## config.mk

```make
export PLATFORM = sky130hd
export DESIGN_NAME = fp_div_seq
export DESIGN_NICKNAME = d
export VERILOG_FILES = /design/src/rtl/fp_div_seq.sv
export SDC_FILE = /design/constraint.sdc
export NUM_CORES = 1
export LEC_CHECK = 0
export BUFFER_PORTS_ARGS = -buffer_cell sky130_fd_sc_hd__buf_2
export CAP_MARGIN = 20
export CORE_MARGIN = 1
export CORE_UTILIZATION = 30
export CTS_BUF_LIST = sky130_fd_sc_hd__clkbuf_2 sky130_fd_sc_hd__clkbuf_4 sky130_fd_sc_hd__clkbuf_8
export DETAILED_ROUTE_END_ITERATION = 6
export HOLD_SLACK_MARGIN = 0.05
export PLACE_DENSITY = 0.47
export SLEW_MARGIN = 40
export SYNTH_ARGS = -nofsm -noshare
export SYNTH_HDL_FRONTEND = slang
export SYNTH_SLANG_ARGS = --single-unit
```

## constraint.sdc

```tcl
create_clock -name clk -period 6.1 [get_ports clk]
set_clock_uncertainty 0.1 [all_clocks]
set_input_delay 1.22 -clock clk [delete_from_list [all_inputs] [get_ports clk]]
set_output_delay 1.22 -clock clk [all_outputs]
set_load 0.05 [all_outputs]
```

## src/rtl/fp_div_seq.sv

```systemverilog
// Sequential IEEE-754 single-precision divider (fp_Z = fp_X / fp_Y).
// Radix-2 restoring mantissa divider; subnormals are flushed to zero.
module fp_div_seq #(
    parameter int          ITER      = 26,
    parameter logic [31:0] CANON_NAN = 32'h7FC00000
) (
    input  logic        clk,
    input  logic        rst,
    input  logic        start,
    input  logic [31:0] fp_X,
    input  logic [31:0] fp_Y,
    input  logic [2:0]  r_mode,
    output logic        busy,
    output logic        done,
    output logic [31:0] fp_Z,
    output logic        ovrf,
    output logic        udrf
);

    localparam int CW = $clog2(ITER);

    localparam logic [2:0] S_IDLE   = 3'd0;
    localparam logic [2:0] S_UNPACK = 3'd1;
    localparam logic [2:0] S_DIVIDE = 3'd2;
    localparam logic [2:0] S_ROUND  = 3'd3;
    localparam logic [2:0] S_DONE   = 3'd4;

    logic [2:0]        state_q, state_d;
    logic [31:0]       x_q, x_d;
    logic [31:0]       y_q, y_d;
    logic [2:0]        rmode_q, rmode_d;
    logic              sign_q, sign_d;
    logic signed [9:0] exp_q, exp_d;
    logic [23:0]       div_q, div_d;
    logic [24:0]       rem_q, rem_d;
    logic [ITER-1:0]   quo_q, quo_d;
    logic [CW-1:0]     cnt_q, cnt_d;
    logic [31:0]       z_q, z_d;
    logic              ovrf_q, ovrf_d;
    logic              udrf_q, udrf_d;

    // Operand classification
    logic        zero_x, zero_y, inf_x, inf_y, nan_x, nan_y;
    logic        is_nan, is_special, sign_xy;
    logic [31:0] special_z;

    always_comb begin
        zero_x     = (x_q[30:23] == 8'h00);
        zero_y     = (y_q[30:23] == 8'h00);
        inf_x      = (x_q[30:23] == 8'hFF) && (x_q[22:0] == 23'd0);
        inf_y      = (y_q[30:23] == 8'hFF) && (y_q[22:0] == 23'd0);
        nan_x      = (x_q[30:23] == 8'hFF) && (x_q[22:0] != 23'd0);
        nan_y      = (y_q[30:23] == 8'hFF) && (y_q[22:0] != 23'd0);
        sign_xy    = x_q[31] ^ y_q[31];
        is_nan     = nan_x || nan_y || (zero_x && zero_y) || (inf_x && inf_y);
        is_special = is_nan || zero_x || zero_y || inf_x || inf_y;
        if (is_nan) begin
            special_z = CANON_NAN;
        end else if (inf_x || zero_y) begin
            special_z = {sign_xy, 8'hFF, 23'd0};
        end else begin
            special_z = {sign_xy, 31'd0};
        end
    end

    // Normalisation, rounding and range checks on the finished quotient
    logic [ITER-1:0]   norm;
    logic signed [9:0] exp_n, exp_r;
    logic [23:0]       mant;
    logic [24:0]       mant_r;
    logic [22:0]       frac_r;
    logic              guard, sticky, inc, to_inf, ovf, unf;
    logic [31:0]       round_z;

    always_comb begin
        norm   = quo_q[ITER-1] ? quo_q : {quo_q[ITER-2:0], 1'b0};
        exp_n  = quo_q[ITER-1] ? exp_q : exp_q - 10'sd1;
        mant   = norm[ITER-1 -: 24];
        guard  = norm[ITER-25];
        sticky = (|norm[ITER-26:0]) || (rem_q != 25'd0);
        case (rmode_q)
            3'b001:  inc = 1'b0;
            3'b010:  inc = sign_q & (guard | sticky);
            3'b011:  inc = ~sign_q & (guard | sticky);
            3'b100:  inc = guard;
            default: inc = guard & (sticky | mant[0]);
        endcase
        case (rmode_q)
            3'b001:  to_inf = 1'b0;
            3'b010:  to_inf = sign_q;
            3'b011:  to_inf = ~sign_q;
            default: to_inf = 1'b1;
        endcase
        mant_r = {1'b0, mant} + {24'd0, inc};
        exp_r  = mant_r[24] ? exp_n + 10'sd1 : exp_n;
        frac_r = mant_r[24] ? mant_r[23:1] : mant_r[22:0];
        ovf    = (exp_r >= 10'sd255);
        unf    = (exp_r <= 10'sd0);
        if (ovf) begin
            round_z = to_inf ? {sign_q, 8'hFF, 23'd0} : {sign_q, 8'hFE, 23'h7FFFFF};
        end else if (unf) begin
            round_z = {sign_q, 31'd0};
        end else begin
            round_z = {sign_q, exp_r[7:0], frac_r};
        end
    end

    logic        sub_ok;
    logic [23:0] diff;

    always_comb begin
        state_d = state_q;
        x_d     = x_q;
        y_d     = y_q;
        rmode_d = rmode_q;
        sign_d  = sign_q;
        exp_d   = exp_q;
        div_d   = div_q;
        rem_d   = rem_q;
        quo_d   = quo_q;
        cnt_d   = cnt_q;
        z_d     = z_q;
        ovrf_d  = ovrf_q;
        udrf_d  = udrf_q;
        sub_ok  = (rem_q >= {1'b0, div_q});
        diff    = sub_ok ? 24'(rem_q - {1'b0, div_q}) : rem_q[23:0];

        case (state_q)
            S_IDLE: begin
                if (start) begin
                    x_d     = fp_X;
                    y_d     = fp_Y;
                    rmode_d = r_mode;
                    state_d = S_UNPACK;
                end
            end
            S_UNPACK: begin
                sign_d = sign_xy;
                if (is_special) begin
                    z_d     = special_z;
                    ovrf_d  = 1'b0;
                    udrf_d  = 1'b0;
                    state_d = S_DONE;
                end else begin
                    rem_d   = {2'b01, x_q[22:0]};
                    div_d   = {1'b1, y_q[22:0]};
                    exp_d   = $signed({2'b00, x_q[30:23]}) - $signed({2'b00, y_q[30:23]}) + 10'sd127;
                    quo_d   = '0;
                    cnt_d   = '0;
                    state_d = S_DIVIDE;
                end
            end
            S_DIVIDE: begin
                rem_d = {diff, 1'b0};
                quo_d = {quo_q[ITER-2:0], sub_ok};
                cnt_d = cnt_q + CW'(1);
                if (cnt_q == CW'(ITER - 1)) begin
                    state_d = S_ROUND;
                end
            end
            S_ROUND: begin
                z_d     = round_z;
                ovrf_d  = ovf;
                udrf_d  = unf && !ovf;
                state_d = S_DONE;
            end
            S_DONE: begin
                state_d = S_IDLE;
            end
            default: begin
                state_d = S_IDLE;
            end
        endcase
    end

    always_ff @(posedge clk) begin
        if (rst) begin
            state_q <= S_IDLE;
            x_q     <= '0;
            y_q     <= '0;
            rmode_q <= '0;
            sign_q  <= 1'b0;
            exp_q   <= '0;
            div_q   <= '0;
            rem_q   <= '0;
            quo_q   <= '0;
            cnt_q   <= '0;
            z_q     <= '0;
            ovrf_q  <= 1'b0;
            udrf_q  <= 1'b0;
        end else begin
            state_q <= state_d;
            x_q     <= x_d;
            y_q     <= y_d;
            rmode_q <= rmode_d;
            sign_q  <= sign_d;
            exp_q   <= exp_d;
            div_q   <= div_d;
            rem_q   <= rem_d;
            quo_q   <= quo_d;
            cnt_q   <= cnt_d;
            z_q     <= z_d;
            ovrf_q  <= ovrf_d;
            udrf_q  <= udrf_d;
        end
    end

    assign busy = (state_q != S_IDLE);
    assign done = (state_q == S_DONE);
    assign fp_Z = z_q;
    assign ovrf = ovrf_q;
    assign udrf = udrf_q;

endmodule
```

After elaboration in Yosys (flattened, before gate mapping)
Cells that the tools add are included.
{"block": "word_totals", "mem_bits_ro": 0, "ram_bits": 0, "latch_bits": 0, "input_bits": 70, "memories": 0, "reg_bits": 195, "wordCells": 106, "out_inout_bits": 36}
{"block": "op_classes", "order_cmp": 3, "addsub": 7, "n_mul": 0, "bitwise_logic": 8, "n_div": 0, "shift": 0, "mux": 27, "n_reduce_logical": 33, "eq_ne": 15}
{"cell": "31-bit two-way mux", "n": 3}
{"cell": "32-bit two-way mux", "n": 2}
{"cell": "32-bit one-hot mux with 2 select lines", "n": 1}
{"cell": "26-bit two-way mux", "n": 2}
{"cell": "26-bit one-hot mux with 2 select lines", "n": 1}
{"cell": "25-bit one-hot mux with 2 select lines", "n": 1}
{"cell": "24-bit two-way mux", "n": 2}
{"cell": "23-bit logical NOT", "n": 2}
{"cell": "23-bit nonzero test", "n": 2}
{"cell": "24-bit by 1-bit adder with 25-bit output", "n": 1}
{"cell": "25-bit by 24-bit >= comparator with 1-bit output", "n": 1}
{"cell": "25-bit two-way mux", "n": 1}
{"cell": "25-bit nonzero test", "n": 1}
{"cell": "24-bit subtractor", "n": 1}
{"cell": "23-bit two-way mux", "n": 1}
{"cell": "10-bit two-way mux", "n": 2}
{"cell": "8-bit == test (second input constant)", "n": 2}
{"cell": "8-bit logical NOT", "n": 2}
{"cell": "3-bit by 2-bit == test with 1-bit output (second input constant)", "n": 4}
{"cell": "3-bit one-hot mux with 4 select lines", "n": 1}
{"cell": "10-bit by 2-bit adder with 10-bit output (second input constant)", "n": 1}
{"cell": "9-bit by 8-bit adder with 10-bit output (second input constant)", "n": 1}
{"cell": "10-bit by 9-bit >= comparator with 1-bit output (second input constant)", "n": 1}
{"cell": "10-bit by 1-bit <= comparator with 1-bit output (second input constant)", "n": 1}
{"cell": "other kinds (25)", "n": 56}

Depth between registers and ports, before layout
Gate-level depths: netlist (run 1).
{"block": "depth", "ltp_word": 11, "mapped_depth": 22, "depth_no_buf": 17}

Least setup slack after synthesis (run 1)
No wires, ideal clock.
{"block": "synth_path", "path_kind": "register -> register", "from": "register quo_q[25]", "to": "register udrf_q, in the netlist udrf", "t_required_ps": 5872, "n_path_buf": 6, "arrival_time_ps": 4395, "path_stages_with_launch": 21, "slack_ps": 1477, "period_less_slack_ps": 4623, "setup_time_ps": 128, "cell_sequence": "dfxtp_1 > buf_4 > buf_4 > clkbuf_1 > buf_1 > clkbuf_1 > mux2_2 > a21oi_1 > nor2_1 > ha_1 > ha_1 > and2_1 > nand4_4 > or4_4 > or3_1 > o211ai_1 > a21oi_2 > a21oi_1 > buf_2 > o21a_1 > nor2_1"}
{"block": "synth_between", "elab_chain_cells": 11, "elab_cells_between_ends": 17, "classes_between": "add/sub: 2; order compare: 2; mux: 5; bitwise: 5; reduce/logical: 3"}
{"element": "start: declaration", "line_no": "36", "source": "logic [ITER-1:0] quo_q, quo_d;"}
{"element": "start signal: assignment", "line_no": "200", "source": "quo_q <= quo_d;"}
{"element": "26-bit two-way mux", "line_no": "76", "source": "norm = quo_q[ITER-1] ? quo_q : {quo_q[ITER-2:0], 1'b0};"}
{"element": "1-bit logical OR", "line_no": "80", "source": "sticky = (|norm[ITER-26:0]) || (rem_q != 25'd0);"}
{"element": "1-bit OR, on equally long branches", "line_no": "86, 83, 84"}
{"element": "1-bit bitwise AND, on equally long branches", "line_no": "86, 83, 84"}
{"element": "1-bit one-hot mux with 4 select lines", "line_no": "81", "source": "case (rmode_q)"}
{"element": "24-bit by 1-bit adder with 25-bit output", "line_no": "94", "source": "mant_r = {1'b0, mant} + {24'd0, inc};"}
{"element": "10-bit two-way mux (*)", "line_no": "95", "source": "exp_r = mant_r[24] ? exp_n + 10'sd1 : exp_n;"}
{"element": "10-bit by 9-bit >= comparator with 1-bit output", "line_no": "97", "source": "ovf = (exp_r >= 10'sd255);"}
{"element": "1-bit logical NOT", "line_no": "164", "source": "udrf_d = unf && !ovf;"}
{"element": "1-bit logical AND (*)", "line_no": "164"}
{"element": "1-bit one-hot mux with 2 select lines (*)", "line_no": "128", "source": "case (state_q)"}
{"element": "end signal: assignment", "line_no": "204", "source": "udrf_q <= udrf_d;"}
{"element": "end: declaration", "line_no": "40", "source": "logic udrf_q, udrf_d;"}
Mark *: on every way between the ends. The rest lies on a longest branch, timed or not.
A chain may end at the register's enable or synchronous reset.

Final worst setup path (run 1)
{"block": "layout_path", "from": "register rem_q[6]", "to": "register z_q[24], in the netlist fp_Z[24]"}
{"block": "layout_between", "elab_chain_cells": 11, "elab_cells_between_ends": 15, "classes_between": "add/sub: 1; order compare: 2; mux: 5; bitwise: 5; reduce/logical: 2"}
{"element": "start: declaration", "line_no": "35", "source": "logic [24:0] rem_q, rem_d;"}
{"element": "start signal: assignment", "line_no": "199", "source": "rem_q <= rem_d;"}
{"element": "25-bit nonzero test (*)", "line_no": "80"}
{"element": "1-bit logical OR (*)", "line_no": "80"}
{"element": "1-bit OR, on equally long branches", "line_no": "86, 83, 84"}
{"element": "1-bit bitwise AND, on equally long branches", "line_no": "86, 83, 84"}
{"element": "1-bit one-hot mux with 4 select lines (*)", "line_no": "81"}
{"element": "24-bit by 1-bit adder with 25-bit output (*)", "line_no": "94"}
{"element": "10-bit two-way mux (*)", "line_no": "95"}
{"element": "10-bit by 1-bit <= comparator with 1-bit output", "line_no": "98", "source": "unf = (exp_r <= 10'sd0);"}
{"element": "31-bit two-way mux", "line_no": "101", "source": "end else if (unf) begin"}
{"element": "31-bit two-way mux (*)", "line_no": "99", "source": "if (ovf) begin"}
{"element": "32-bit one-hot mux with 2 select lines (*)", "line_no": "128"}
{"element": "end signal: assignment", "line_no": "202", "source": "z_q <= z_d;"}
{"element": "end: declaration", "line_no": "38", "source": "logic [31:0] z_q, z_d;"}
Marks and branches as above.

==> impl_results.md, run 1 <==
* Clk sinks at 195
* Area grow syn2layout at 11.5%
* Max VDD drop at 320 uV
* Hold Path Sink: fp_Z[14]
* Core Region at ~0.037 mm2
* Vias in the first global route at about 10000
* Footprint of the multi-input gates at between 0.006 and 0.007 mm2
* PD cells at about 460 mW/mm2
* Largest net degree at the start of global routing at 97
* DR WL/cell at 16.9 um
* Synth warnings at 0
* Port-buffer cells at between 100 and 150
* Worst reg-to-reg path cell count at 18
* Crit-path max FO at 25
* R2r setup slk at around 1.3 ns
* DRC viols at 0
* Max-capacitance violation count at 0
* Mapped cell area at about 0.011 mm2
* All-layer global routing usage at 0.179
* Clock Path Buffers at 2
* Antenna diodes at 0
* Synthesis-stage register bit count at around 200
* Final Hold Fails at 0
* Initial DRC count at 423
* Initial Util at 0.304
* Status: completed
* Row count at 70
* 1st-pass router iterations at 4
* Tcrit/Tclk final at 0.779
* Leakage dissipation at 4.58 nW
* Clk slew on worst S/H paths at 0.12 ns
* Antenna violations before repair at 0
* Final ANT Viol Nets at 0
* Mapped Nets at around 1600
* DPL Wire Length at about 25000 um
* Post-CTS Setup Bufs at 0
* Die X at just under 200 um
* Slew headroom at 0.442
* Total CTS buffers at 17
* CTS tree: done
* Sequential area share after synthesis at 0.352
* Worst setup path class: reg2reg
* H-tree levels at 4
* Worst slew pin tran at 0.828 ns
* Via Count at between 10000 and 15000
* Cells after Synth at 1480
* Number of synthesized flops with an enable pin at 0
* GRT overflow at 0
* Die area at ~0.038 mm2
* Avg Cell Area, Syn at around 7.5 um2
* Worst-skew pair later-pin latency at roughly 0.49 ns
* Hold Path Origin: fp_Z[14]
* Setup violations, final at 0
* Worst EP arrival at roughly 5 ns
* Yosys cell types at 77
* Global-route wire length before repair at ~55000 um
* I/O pin cnt at between 100 and 150
* R2R Path End: fp_Z[24]
* Worst setup SP type: flip-flop
* Main flop type after synthesis: dfxtp_1
* Via density at ~5
* Ratio of cells with drive above 1 in the final layout at 0.130
* CP required at roughly 6.4 ns
* Max Clock Freq at 210 MHz
* Hold crit path type: reg2reg
* Nets at between 1500 and 2000
* RSZ-0062 raised after global routing: no
* Post-CTS sizing at 0
* Fillers at 4039
* Fin crit period at approximately 4.8 ns
* Worst Hold Path Cells at 2
* Setup TNS at 0 ns
* GPL Wtd Cong at 0.876
* Hold_buf cts at 0
* Setup crit start: rem_q[6]
* Flip-flop and latch area at between 0.003 and 0.004 mm2
* Fin. max-slew vios at 0
* Die H at a little under 200 um
* Post-synth ARST share at 0
* Fin util at 0.339
* Worst r2r src: rem_q[6]
* Worst Setup End Kind: flip-flop
* Root Buffer: clkbuf_8
* WL final at about 34000 um
area by class of cell:
cell class	count	area share
multi-input cells	1139	0.537
well taps	468	0.0473
repair buffers	118	0.0508
flip-flops and latches	195	0.315
inverters	53	0.0161
clock inverters	14	0.0130
clock buffers	18	0.0200
flip-flops by register name (all words and copies together) (netlist names):
| register | count |
|---|---|
| ovrf | 1 |
| cnt_q | 5 |
| x_q | 32 |
| rem_q | 25 |
| rmode_q | 3 |
| fp_Z | 32 |
| udrf | 1 |
| exp_q | 10 |
| div_q | 24 |
| quo_q | 26 |
| sign_q | 1 |
| y_q | 32 |
| state_q | 3 |
synthesized netlist by cell type (12+ instances only):
cell type	number	area, um2
nor2b_1	15	93.8
nand3_1	45	225
o21ai_1	21	105
ha_1	39	488
a21oi_1	199	996
inv_1	52	195
a31oi_1	19	119
a311oi_1	12	105
a31o_2	21	184
dfxtp_1	195	3900
nor4_1	20	125
nand2_1	336	1260
xnor2_1	38	333
nor3_1	24	120
a21o_1	12	90.1
xor2_1	18	158
clkbuf_1	72	270
mux2i_1	25	250
a211oi_1	27	203
o21ai_0	38	190
nor2_1	68	255
stage by stage:
stage	setup WS, ns	cell area (um2)	cells	hold WS [ns]	power [W]
after floorplan	1.48	11100	1480	0.336	0.00410
after global placement	1.35	12000	1973	0.335	0.00486
after detailed placement	1.35	12000	1973	0.338	0.00487
after CTS	1.31	12400	2005	0.354	0.00579
after global routing	0.964	12400	2005	0.372	0.00620
final	1.35	12400	2005	0.353	0.00574
per-layer routing:
layer  vias to the layer above  track usage  share of wire
met2                       190        0.297           0.46
met3                        21       0.0246          0.029
li1                       5310            -              -
met5                         -            0              0
met1                      4795        0.246           0.49
met4                         0       0.0432          0.013
layout by cell type (no fill, tap or decap), types with 13 or more instances in the layout:
cell type	instances
nand2_1	333
a21oi_1	199
dfxtp_1	194
buf_2	104
nor2_1	65
inv_1	52
nand3_1	45
ha_1	39
xnor2_1	38
o21ai_0	38
a211oi_1	27
mux2i_1	25
nor3_1	24
a31o_2	21
o21ai_1	21
nor4_1	19
a31oi_1	19
xor2_1	18
clkbuf_8	18
nor2b_1	15
buf_4	13
logic make-up after synthesis:
| kind of cell | count (synthesis) | synth area share |
|---|---|---|
| simple gates | 594 | 0.245 |
| compound gates | 412 | 0.226 |
| flops | 195 | 0.352 |
| buf+inv | 146 | 0.0522 |
| xor+xnor | 56 | 0.0442 |
| fa+ha+maj | 42 | 0.0485 |
| mux | 35 | 0.0327 |
worst max-delay path by stage:
stage                          end  slack (ns)  cells after the start
final                     fp_Z[24]        1.35                     18
after global routing      fp_Z[25]        0.96                     18
after CTS                 fp_Z[29]        1.31                     18
after detailed placement  fp_Z[29]        1.35                     18
after global placement    fp_Z[28]        1.35                     18
after floorplan               udrf        1.48                     20
worst max-delay path: stages, from the launching register on:
cell	delay [ns]
dfxtp_1	0.36
nor4_1	0.53
nand4_1	0.21
or3_1	0.41
maj3_1	0.35
a21oi_1	0.14
nor2_1	0.06
ha_1	0.23
ha_1	0.21
and2_1	0.19
nand4_4	0.16
or4_4	0.20
nor4_2	0.05
xnor2_1	0.18
a41oi_2	0.31
nor2_2	0.05
buf_4	0.23
a21oi_1	0.49
a211oi_1	0.14
power breakdown:
group | switching [W] | total (W) | internal, W
Sequential | 0.000158 | 0.00158 | 0.00143
Clock | 0.000547 | 0.000903 | 0.000356
Combinational | 0.00200 | 0.00326 | 0.00126
Total | 0.00270 | 0.00574 | 0.00304
Power figures use the tool's default switching activity.
==> run 2: changes to the inputs <==
Settings changed: PLACE_DENSITY 0.47 to 0.49.
Clock period 6.1 ns to 4.12 ns, I/O delays scaled along.
==> run 2 against run 1 <==
  * Non-clock buffer count rose by 51
  * Fmax rose by 21%
  * Combinational power rose by 69%
  * Sequential share of layout area fell by 1.5 points
  * Sequential power rose by 48%
  * Clock power rose by 44%
  * Critical endpoint is now fp_Z[23]
  * Die area did not move
  * Routed wire length fell by 0.23%
  * Design area rose by 5.0%
  * Final cell count rose by 2.6%
  * Global-route usage barely moved
==> impl_results.md, run 2 (synthesis results as in run 1) <==
* Met2 routed wirelength at approximately 16000 um
* Fillers at about 3800
* Slowest stage delay, CP at 0.35 ns
* Pre-CTS setup slack at -0.222 ns
* Global-route wire length before repair at 54800 um
* Fin crit period at between 3 and 4 ns
* Hold_buf cts at 0
* Worst Hold Path Cells at 2
* GRT overflow at 0
* Clk slew on worst S/H paths at roughly 0.12 ns
* H-tree levels at 4
* Leading cell type in the layout, fill and taps excluded: nand2_1
* R2R Path End: fp_Z[23]
* Die area at 0.0378 mm2
* Via Count at 10600
* Port-buffer cells at around 110
* Vias in the first global route at roughly 10000
* Hold Path Sink: fp_Z[19]
* Part of the power in the clock network at 0.143
* Worst setup path class: reg2reg
* Status: completed
* Worst Setup End Kind: flip-flop
* Fin util at 0.356
* WL met1 at around 16000 um
* R2r setup slk at roughly 0.19 ns
* Hold Path Origin: fp_Z[19]
* Setup TNS at 0 ns
* Switching Share at 0.454
* Via density at 5.14
* Max-capacitance violation count at 0
* Largest delay share family, worst path: simple AND/OR/NAND/NOR gates
* Worst EP arrival at about 4.2 ns
* Die X at ~190 um
* Max VDD drop at 487 uV
* Core Region at 0.0365 mm2
* Worst r2r src: rem_q[9]
* All-layer global routing usage at 0.179
* DR top layer: met4
* Setup violations, final at 0
* PD cells at roughly 700 mW/mm2
* Worst slew pin tran at 0.821 ns
* Psw at approximately 0.0041 W
* DR WL/cell at 16.4 um
* DRC viols at 0
* Antenna violations before repair at 0
* Initial DRC count at 570
* CTS tree: done
* WL final at approximately 34000 um
* GPL Wtd Cong at around 0.84
* Row count at 70
* Worst setup SP type: flip-flop
* Root Buffer: clkbuf_8
* Leakage dissipation at approximately 4.9 nW
* Worst reg-to-reg path cell count at 18
* Tcrit/Tclk final at 0.953
* Clk sinks at slightly below 200
* Seq pwr share at 0.256
* Placement Cell Area at around 0.012 mm2
* Crit path cell chain: nor4_4 > nand4_1 > or3_1 > maj3_2 > a21oi_1 > nor2_1 > ha_2 > ha_2 > and2_4 > nand4_4 > or4_4 > nor4_2 > xnor2_1 > a41oi_2 > nor3_4 > buf_4 > a311oi_2 > nor2_1
* DPL Wire Length at 25000 um
* I/O pin cnt at roughly 110
* Final setup margin at 0.192 ns
* Largest net degree at the start of global routing at 92
* Total CTS buffers at 17
* Final ANT Viol Nets at 0
* Crit-path max FO at 5
* Internal Power at 0.00500 W
* Commonest cells after routing, fill and taps aside: nand2_1, a21oi_1, dfxtp_1, buf_2, nor2_1
* Design area at roughly 0.013 mm2
* WL met3 at between 1000 and 1500 um
* Clock Path Buffers at 2
* Worst-skew pair later-pin latency at 0.49 ns
* Fin. max-slew vios at 0
* Die H at 194 um
* Slew headroom at 0.452
* Bufs and invs on worst path at 1
* Antenna diodes at 0
* Final Hold Fails at 0
* Crit-path slowest cell: dfxtp_2
* Combinational share of power at 0.602
* Hold crit path type: reg2reg
* CP required at ~4.4 ns
* Area grow syn2layout at 17.1%
* Setup crit start: rem_q[9]
* 1st-pass router iterations at 5
* Ratio of cells with drive above 1 in the final layout at 0.173
* Nets at between 1500 and 2000
* Initial Util at 0.304
* Max Clock Freq at approximately 250 MHz
* RSZ-0062 raised after global routing: no
## run 2: cell types whose count changed in the layout (fill, tap and decap cells not counted), sizes merged
cell | before | now
or3 | 12 | 14
clkbuf | 18 | 19
buf | 118 | 168
## run 2: how the worst max path moves through the flow
| stage | endpoint | cells past startpoint | slack (ns) |
|---|---|---|---|
| 4_1_cts | fp_Z[21] | 10 | 0.07 |
| 6_report | fp_Z[23] | 18 | 0.19 |
| 5_1_grt | fp_Z[1] | 18 | 0.004 |
| 3_5_place_dp | fp_Z[24] | 18 | -0.22 |
| 2_1_floorplan | fp_Z[13] | 21 | 0.02 |
| 3_3_place_gp | fp_Z[30] | 18 | -0.16 |
## run 2: worst register-to-register path: cells and delay by family, from the launching register on
kind | cells | cell delay (ns)
xor gates and xnor gates | 1 | 0.18
adders and majority gates | 3 | 0.68
buffers and inverters | 1 | 0.17
and+or+nand+nor | 10 | 1.58
AOI/OAI and AO/OA | 3 | 0.75
DFF | 1 | 0.35
## run 2: what timing repair did
action / CTS / global route
gates resized for setup: 12 / 11
pin swaps: 4 / 12
cloned: 2 / 1
endpoints found under the setup margin: 32 / 33
setup buffers: 1 / 1
## run 2: through the flow
step	instances	total power [W]	hold slack, ns
4_1_cts	2056	0.00900	0.356
5_1_grt	2058	0.00984	0.366
3_5_place_dp	2022	0.00759	0.341
6_report	2058	0.00914	0.350
2_1_floorplan	1480	0.00609	0.336
3_3_place_gp	2022	0.00756	0.334
## run 2: layout make-up
type	instances	area [um2]	share of cell area
clock buffers	18	241	0.0186
inverters	53	199	0.0153
multi-input cells	1141	6790	0.522
clock inverters	14	164	0.0126
flip-flops and latches	195	3910	0.301
well taps	468	586	0.0450
repair buffers	169	1110	0.0856
## run 2: power by group through the flow
stage	logic (W)	clock network [W]	registers (W)
2_1_floorplan	0.00366	0	0.00242
3_3_place_gp	0.00520	0	0.00237
3_5_place_dp	0.00522	0	0.00237
4_1_cts	0.00532	0.00135	0.00234
5_1_grt	0.00605	0.00142	0.00238
6_report	0.00550	0.00130	0.00234
## run 2: metal layers
layer	track usage	vias to the layer above
met4	0.0473	0
met1	0.238	4916
met3	0.0246	29
met5	0	-
met2	0.303	224
li1	-	5405
==> run 3: changes to the inputs <==
Settings changed: CORE_MARGIN 1 to 10.
Clock period 4.12 ns to 3.1 ns, I/O delays scaled along.
==> run 3 against run 2 <==
  * Critical path depth did not move
  * Non-clock buffer count increased by 131
  * Routed wire length is 11% higher
  * Fmax up 1.7%
  * Die area up 19%
  * Clock-buffer cell count grew 3
  * Final cell count up 6.3%
  * Flip-flop and latch count unchanged
  * The run now ends with setup timing left
  * Combinational power is 76% higher
  * Largest power group unchanged
  * Total power increased by 57%
  * Sequential power up 31%
  * Worst hold slack worse by 0.085 ns
==> impl_results.md, run 3 (synthesis results as in run 1) <==
* Met3 Use GR at 0.0299
* CTS tree: done
* Global-route wire length before repair at ~59000 um
* Max Clock Freq at ~260 MHz
* Die H at around 210 um
* Ratio of cells with drive above 1 in the final layout at 0.268
* Initial DRC count at 603
* CP required at ~3.4 ns
* I/O pin cnt at ~110
* Design area at ~0.014 mm2
* Fillers at between 3000 and 4000
* All-layer global routing usage at 0.163
* DR WL/cell at approximately 17 um
* Placed insts at roughly 2100
* Fin. max-slew vios at 0
* Core Region at 0.0365 mm2
* Pre-CTS setup slack at -0.903 ns
* WL final at 37400 um
* Fin crit period at 3.86 ns
* Commonest cells after routing, fill and taps aside: nand2_1, dfxtp_1, a21oi_1, buf_4, buf_2
* Hold crit path type: in2reg
* H-tree levels at 4
* Top Usage Layer GRT: met2
* Crit path cell chain: nor4_4 > nand4_1 > or3_1 > maj3_2 > a21oi_2 > nor2_1 > ha_2 > ha_4 > and2_4 > nand4_4 > or4_4 > nor4_4 > xnor2_2 > a41oi_4 > nor3_4 > buf_6 > nor3_2 > a22o_1
* Tcrit/Tclk final at 1.25
* Clk slew on worst S/H paths at 0.11 ns
* Worst-skew pair later-pin latency at between 0.4 and 0.5 ns
* Most frequent CP cell: nor4_4
* Root Buffer: clkbuf_8
* Row count at 70
* GPL Wtd Cong at about 0.9
* Placement Cell Area at 0.0134 mm2
* Die area at 0.0451 mm2
* Area grow syn2layout at 30.5%
* Antenna violations before repair at 0
* Initial Util at 0.304
* Clk sinks at 195
* Max-capacitance violation count at 0
* Final setup margin at -0.764 ns
* Die X at ~210 um
* Leakage dissipation at about 5.7 nW
* Via density at 5.13
* Antenna diodes at 0
* Max VDD drop at ~920 uV
* Slew headroom at 0.476
* Largest net degree at the start of global routing at between 100 and 150
* GRT overflow at 0
* Nets at roughly 1800
* Leading cell type in the layout, fill and taps excluded: nand2_1
* DRC viols at 0
* M1 GR Usage at 0.206
* Non-filler cells, final at 2188
* Clock Path Buffers at 2
* Worst setup SP type: flip-flop
* Port-buffer cells at roughly 110
* Final Hold Fails at 0
* Vias in the first global route at 10700
* Slowest stage delay, CP at roughly 0.35 ns
* Status: finished, violations left
* Worst slew pin tran at 0.784 ns
* Worst setup path class: reg2reg
* Via Count at between 10000 and 15000
* Setup violations, final at 58
* Final ANT Viol Nets at 0
* Failing checks: setup timing
* Worst Setup End Kind: flip-flop
* PD cells at about 1000 mW/mm2
* Worst EP arrival at about 4.1 ns
* DPL Wire Length at 27700 um
* RSZ-0062 raised after global routing: yes
* Crit-path slowest cell: dfxtp_2
* Crit-path max FO at 5
* Total CTS buffers at 17
* 1st-pass router iterations at 5
* Met2 Use GR at 0.277
* Setup TNS at -29.42 ns
[run 3: cell count changes in the layout (fill, tap and decap cells not counted), sizes merged]
cell	before	now
clkinvlp	0	2
buf	168	300
clkbuf	19	21
inv	59	56
or3	14	15
clkinv	7	3
[run 3: area by class of cell]
class | count | area, um2 | share of cell area
Sequential cell | 195 | 3920 | 0.270
Multi-Input combinational cell | 1142 | 7250 | 0.500
Timing Repair Buffer | 300 | 2170 | 0.150
Inverter | 53 | 199 | 0.0137
Clock inverter | 9 | 96.3 | 0.00665
Clock buffer | 21 | 277 | 0.0191
Tap cell | 468 | 586 | 0.0404
[run 3: worst paths after layout]
kind                                from  depth (start not counted)  slack [ns]        to
worst min-delay path            fp_X[15]                          3        0.26   x_q[15]
worst max-delay path            rem_q[9]                         18       -0.76   fp_Z[3]
worst min register to register  fp_Z[10]                          2        0.35  fp_Z[10]
worst max register to register  rem_q[9]                         18       -0.76   fp_Z[3]
[run 3: worst max-delay path, delay by kind of cell (launching register included)]
kind / cells / cell delay, ns
AND/OR/NAND/NOR: 10 / 1.76
adder cells (fa/ha/maj): 3 / 0.67
AO/OA/AOI/OAI: 3 / 0.49
flip-flops: 1 / 0.35
XOR/XNOR: 1 / 0.21
buffers and inverters: 1 / 0.15
[run 3: per-stage QoR]
stage / hold slack, ns / utilization / total power [W]
floorplan: 0.336 / - / 0.00818
global placement: 0.340 / 0.366 / 0.0108
detailed placement: 0.341 / 0.367 / 0.0108
CTS: 0.222 / 0.386 / 0.0135
global route: 0.217 / 0.397 / 0.0154
finish: 0.264 / 0.397 / 0.0144
[run 3: layer usage]
metal,share of wire,up-vias
met5,0,-
met4,0.019,0
met3,0.043,40
met2,0.48,209
met1,0.45,5306
li1,-,5676
[run 3: repair_timing]
action / CTS / global route
hold buffers: 0 / 0
buffers inserted: 5 / 10
gates cloned: 5 / 1
pin swaps: 17 / 38
endpoints found under the setup margin: 57 / 60
resized for setup: 42 / 76
[run 3: report_power, final]
part           internal [W]  switching [W]
Combinational       0.00456        0.00512
Sequential          0.00281       0.000247
Clock              0.000702       0.000956
